==> config.mk <==
export PLATFORM = sky130hd
export DESIGN_NAME = if_id_queue
export DESIGN_NICKNAME = d
export VERILOG_FILES = /design/src/rtl/riscv_pipe_pkg.sv /design/src/rtl/pipe_fifo_mem.sv /design/src/rtl/if_id_queue.sv
export SDC_FILE = /design/constraint.sdc
export NUM_CORES = 1
export LEC_CHECK = 0
export CORE_MARGIN = 5
export CORE_UTILIZATION = 49
export DETAILED_ROUTE_END_ITERATION = 7
export PLACE_DENSITY_LB_ADDON = 0.08
export SLEW_MARGIN = 15
export SYNTH_ARGS = -nofsm -noshare
export SYNTH_HDL_FRONTEND = slang
export SYNTH_HIERARCHICAL = 1
export SYNTH_SLANG_ARGS = --single-unit
export TNS_END_PERCENT = 1
==> constraint.sdc <==
create_clock -name clk -period 6.9 [get_ports clk]
set_input_delay 1.38 -clock clk [delete_from_list [all_inputs] [get_ports clk]]
set_output_delay 1.38 -clock clk [all_outputs]
set_load 0.1 [all_outputs]
==> src/rtl/riscv_pipe_pkg.sv <==
// riscv_pipe_pkg: shared pipeline constants and the fetch-packet layout.
package riscv_pipe_pkg;
    localparam int XLEN = 32;
    localparam logic [31:0] NOP_INSTR = 32'h0000_0013;
    localparam int PRED_W = 2;

    // Packed storage order, MSB first.
    typedef struct packed {
        logic [XLEN-1:0] pc;
        logic [XLEN-1:0] instr;
        logic            pred_valid;
        logic            pred_taken;
        logic [XLEN-1:0] predicted_pc;
    } fetch_pkt_t;

    function automatic int pkt_w(input int xlen);
        return 3 * xlen + PRED_W;
    endfunction
endpackage

==> src/rtl/pipe_fifo_mem.sv <==
// pipe_fifo_mem: DEPTH-entry register array with one write port and an async read port.
module pipe_fifo_mem #(
    parameter int W     = 98,
    parameter int DEPTH = 2,
    parameter int AW    = 1
) (
    input  logic          clk,
    input  logic          we,
    input  logic [AW-1:0] waddr,
    input  logic [W-1:0]  wdata,
    input  logic [AW-1:0] raddr,
    output logic [W-1:0]  rdata
);
    logic [W-1:0] mem [DEPTH];

    always_ff @(posedge clk) begin
        if (we) mem[waddr] <= wdata;
    end

    assign rdata = mem[raddr];
endmodule

==> src/rtl/if_id_queue.sv <==
// if_id_queue: in-order IF->ID packet queue with flush and prediction sanitising.
module if_id_queue
    import riscv_pipe_pkg::*;
#(
    parameter int XLEN  = riscv_pipe_pkg::XLEN,
    parameter int DEPTH = 2,
    localparam int CNT_W = $clog2(DEPTH + 1)
) (
    input  logic             clk,
    input  logic             rst,
    input  logic             pipeline_flush,
    input  logic             if_valid,
    output logic             if_ready,
    input  logic [XLEN-1:0]  if_pc,
    input  logic [XLEN-1:0]  if_instruction,
    input  logic             if_pred_valid,
    input  logic             if_pred_taken,
    input  logic [XLEN-1:0]  if_predicted_pc,
    output logic             id_valid,
    input  logic             id_ready,
    output logic [XLEN-1:0]  id_pc,
    output logic [XLEN-1:0]  id_instruction,
    output logic             id_pred_valid,
    output logic             id_pred_taken,
    output logic [XLEN-1:0]  id_predicted_pc,
    output logic [CNT_W-1:0] occupancy
);
    localparam int AW = $clog2(DEPTH);
    localparam int W  = pkt_w(XLEN);

    logic [AW-1:0] wr_ptr, rd_ptr;
    logic          push, pop;
    logic [W-1:0]  wdata, rdata;

    assign if_ready = occupancy != CNT_W'(DEPTH);
    assign id_valid = occupancy != '0;
    assign push     = if_valid & if_ready & ~pipeline_flush;
    assign pop      = id_valid & id_ready & ~pipeline_flush;

    // Prediction fields are zeroed on entry when the BTB missed.
    assign wdata = {if_pc, if_instruction, if_pred_valid, if_pred_valid & if_pred_taken,
                    if_pred_valid ? if_predicted_pc : {XLEN{1'b0}}};

    always_ff @(posedge clk) begin
        if (rst || pipeline_flush) begin
            wr_ptr    <= '0;
            rd_ptr    <= '0;
            occupancy <= '0;
        end else begin
            wr_ptr    <= wr_ptr + AW'(push);
            rd_ptr    <= rd_ptr + AW'(pop);
            occupancy <= occupancy + CNT_W'(push) - CNT_W'(pop);
        end
    end

    pipe_fifo_mem #(.W(W), .DEPTH(DEPTH), .AW(AW)) u_mem (
        .clk   (clk),
        .we    (push),
        .waddr (wr_ptr),
        .wdata (wdata),
        .raddr (rd_ptr),
        .rdata (rdata)
    );

    assign id_pc           = id_valid ? rdata[3*XLEN+1 -: XLEN] : '0;
    assign id_instruction  = id_valid ? rdata[2*XLEN+1 -: XLEN] : XLEN'(NOP_INSTR);
    assign id_pred_valid   = id_valid & rdata[XLEN+1];
    assign id_pred_taken   = id_valid & rdata[XLEN];
    assign id_predicted_pc = id_valid ? rdata[XLEN-1:0] : '0;
endmodule

Word-level counts from Yosys, hierarchy flattened
Memories as Yosys holds them, arrays and structs flattened. A register that Yosys moved wholly into a read port is not among the register bits.
Index checks and enable logic that the tools add are counted.
{"block": "op_classes", "reduce_logical": 2, "bitwise_logic": 8, "muxes": 7, "eq_ne": 1, "add_sub_neg": 4}
{"operator": "$mux W32", "count": 4}
{"operator": "$and A1 B1 Y1", "count": 7}
{"operator": "$mux W1", "count": 3}
{"operator": "$add A1 B1 Y1", "count": 2}
{"operator": "$add A2 B1 Y2", "count": 1}
{"operator": "$ne A2 B2 Y1 const B", "count": 1}
{"operator": "$reduce_bool A2 Y1", "count": 1}
{"operator": "$sub A2 B1 Y2", "count": 1}
{"operator": "$logic_or A1 B1 Y1", "count": 1}
{"operator": "$not A1 Y1", "count": 1}
{"block": "word_totals", "output_inout_bits": 102, "mem_bits_rw": 196, "mem_count": 1, "input_bits": 103, "register_bits": 4}
{"name": "u_mem.mem", "depth": 2, "word_bits": 98, "rd": 1, "rd_clocked_by_memory_dff": 1, "wr": 1, "line_no": "pipe_fifo_mem.sv:14", "text": "logic [W-1:0] mem [DEPTH];"}

Logic depth before layout (Yosys ltp)
{"block": "depth", "word_depth": 5, "mapped_depth": 9, "depth_no_buf": 9}

Cells and area by module
Netlist, hierarchy kept.
{"mod": "pipe_fifo_mem", "instances": 1, "area_each_um2": 7156.9, "cells_each": 307}
{"mod": "if_id_queue", "instances": 1, "area_each_um2": 1141.1, "cells_each": 169}

Worst setup path after synthesis
OpenSTA, ideal clock, no wires.
{"block": "synth_path", "path_type": "register to register", "startpoint": "register occupancy[0]", "endpoint": "memory u_mem.mem[0][0], enable pin", "path_buffers": 0, "slack_ns": -0.128, "t_arrival_ns": 6.461, "path_stages_with_launch": 5, "setup_time_ns": 0.567, "period_less_slack_ns": 7.028, "path_cell_list": "dfxtp_1 or2b_1 nand2_1 nor2_1 nor2b_1"}
{"block": "synth_between", "elab_chain_cells": 5}
{"item": "start: declaration", "line_no": "if_id_queue.sv:26", "text": "output logic [CNT_W-1:0] occupancy"}
{"item": "start signal: assignment", "line_no": "if_id_queue.sv:52", "text": "occupancy <= occupancy + CNT_W'(push) - CNT_W'(pop);"}
{"item": "$ne A2 B2 Y1", "line_no": "if_id_queue.sv:35", "text": "assign if_ready = occupancy != CNT_W'(DEPTH);"}
{"item": "named net if_ready", "line_no": "if_id_queue.sv:13", "text": "output logic if_ready,"}
{"item": "$and A1 B1 Y1 (2 in series)", "line_no": "if_id_queue.sv:37", "text": "assign push = if_valid & if_ready & ~pipeline_flush;"}
{"item": "named net push", "line_no": "if_id_queue.sv:32", "text": "logic push, pop;"}
{"item": "$mux W1", "line_no": "pipe_fifo_mem.sv:17", "text": "if (we) mem[waddr] <= wdata;"}
{"item": "$mux W1 (implied by the code)", "line_no": "pipe_fifo_mem.sv:17"}
{"item": "end: declaration", "line_no": "pipe_fifo_mem.sv:14"}
The timed path passes the listed nets, and every way through them passes these cells.

==> reports/qor.yml <==
holdPathStages: 2
drtAntennaViolNets: 0
first_global_vias: 4871
cts_setup_buffers: 0
drv_cap: 0
slew_headroom_pct: 28.0
synthesis.nets: 581
switching_share_pct: 23.7
cp-start-kind: "register"
cts_resized: 0
finalSetupViolCount: 0
gr-usage-all-layers_pct: 17.3
fill_cells: 1176
final_hold_viol_count: 0
ios: 205
rr_worst_depth: 5
place.gp.congestion: 0.710
first_pass_iters: 4
clkSinkCount: 200
drc: 0
max_freq_mhz: 201
period_share_pct: 72.1
ys_types: 25
syn_inst: 476
power_switching_mw: 0.641
criticalPathCategory: "register to primary output"
pwr_density_cell_nw_per_um2: 244
synth_area_per_cell_um2: 17.4
clkPwrFrac_pct: 36.5
ys.flop_type: "edfxtp_1"
layout-drive-gt1-share_pct: 21.1
p_comb_share_pct: 12.4
syn_area_um2: 8300
endpoint_kind: "primary output"
areaGrowthSynthToFinish_pct: 33.7
rsz0062_at_grt: "false"
clock_latency_ns: 0.43
holdBufCountCts: 0
p_leak_nw: 3.78
arrival_ns: 3.59
seqPwrFrac_pct: 51.2
dpl.hpwl_mm: 10.8
grt_overflow: 0
row_count: 47
final.min_clock_period_ns: 4.97
finalMaxSlewViolations: 0
min_path_type: "register to register"
path_max_fanout: 71
ys_seq_area_share_pct: 71.9
htree_levels: 4
p_total_mw: 2.71
cts_made_buffers: 17
cts_tree: "done"
synth-seq-cells: 200
coreArea_um2: 16600
tightest_slew_ns: 1.08
viasPerCell: 4.87
async_reset_ff_share_pct: 0
tns_ns: 0
via_count: 4440
nNetsFinal: 784
hold_ws_ns: 0.544
outcome: "finished clean"
io_buffers: 204
peakVddDrop_uv: 178
die-area_um2: 19600
cts.clk_slew.worst_paths_ns: 0.07
start_util_pct: 50.0
synth_warnings: 6
die_x_um: 140
cts_root_buf: "clkbuf_16"
drtIter0Drc: 295
intPower_mw: 2.07
synth-edff-count: 196
n_antenna_cell: 0
crit_required_ns: 5.52
grt_first_pass_wirelength_mm: 26.2
grt_max_degree: 72
wl_per_cell_um: 18.5
antenna_found_initial: 0
wirelength_mm: 16.8
clk_path_buf_depth: 2
fin_skew_ns: 0.0102
die_h_um: 140
metal layers:
layer	GRT usage, %	up-vias	wire [um]
li1	-	2128	-
met1	22.1	2169	7400
met3	4.94	14	828
met2	29.2	129	8420
met4	4.90	0	189
met5	0	-	0
registers in the layout, indices dropped and copies added, names as in the netlist:
name / count
wr_ptr: 1
rd_ptr: 1
u_mem/mem: 196
occupancy: 2
cells in the mapped netlist, types with 2 or more instances:
master / number / area (um^2)
and2_1: 121 / 757
and2_4: 10 / 87.6
buf_2: 8 / 40.0
buf_6: 5 / 56.3
buf_8: 2 / 30.0
clkbuf_1: 10 / 37.5
dfxtp_1: 4 / 80.1
edfxtp_1: 196 / 5890
ha_1: 2 / 25.0
mux2_2: 78 / 878
mux2_4: 20 / 300
nand2_1: 2 / 7.51
nand2b_1: 3 / 18.8
nor2_1: 3 / 11.3
xnor2_1: 2 / 17.5
power groups by stage:
stage                     Combinational (mW)  Sequential (mW)  Clock (mW)
after floorplan                        0.217             1.41           0
after global placement                 0.334             1.41           0
after detailed placement               0.338             1.41           0
after CTS                              0.339             1.39        1.01
after global routing                   0.352             1.39        1.06
final                                  0.335             1.39       0.987
cell type report:
type                    instances  area, um^2  area share [%]
repair buffers                209        2080            18.8
flip-flops and latches        200        5970            53.8
well taps                     220         275            2.48
clock buffers                  19         433            3.90
inverters                       1        3.75          0.0338
clock inverters                13         155            1.40
multi-input cells             250        2170            19.6
layout by cell type, fill, tap and decap left out, types with 4 or more instances in the layout:
| master | count |
|---|---|
| mux2_4 | 20 |
| clkbuf_16 | 17 |
| and2_1 | 120 |
| edfxtp_1 | 196 |
| clkinvlp_4 | 4 |
| clkdlybuf4s50_1 | 204 |
| and2_4 | 11 |
| mux2_2 | 78 |
| buf_4 | 5 |
worst paths after layout:
path | from | slack (ns) | to
worst min register to register | wr_ptr | 0.54 | wr_ptr
worst min-delay path | wr_ptr | 0.54 | wr_ptr
worst max-delay path | rd_ptr | 1.93 | id_instruction[31]
worst max register to register | occupancy[1] | 4.37 | u_mem/mem[1][74]
through the flow:
stage | utilization, % | instance area (um^2) | std cells | setup slack [ns]
CTS | 66.9 | 11100 | 912 | 1.85
detailed placement | 63.3 | 10500 | 880 | 2.33
finish | 66.9 | 11100 | 912 | 1.93
global placement | 63.3 | 10500 | 880 | 2.32
global route | 66.9 | 11100 | 912 | 1.73
floorplan | - | 8300 | 476 | 1.76
cells by family after synthesis:
family	count (synthesis)	share of synthesized area, %
adder cells (fa/ha/maj)	2	0.302
multiplexers	99	14.3
buffers and inverters	26	2.02
AO/OA/AOI/OAI	1	0.0603
flip-flops	200	71.9
AND/OR/NAND/NOR	145	11.1
XOR/XNOR	3	0.317
critical path, stage by stage (launching register included):
cell and delay, ns:
dfxtp_4 1.04, buf_4 0.56, mux2_2 0.24, and2_1 0.15, clkdlybuf4s50_1 1.14
Power figures use the tool's default switching activity.
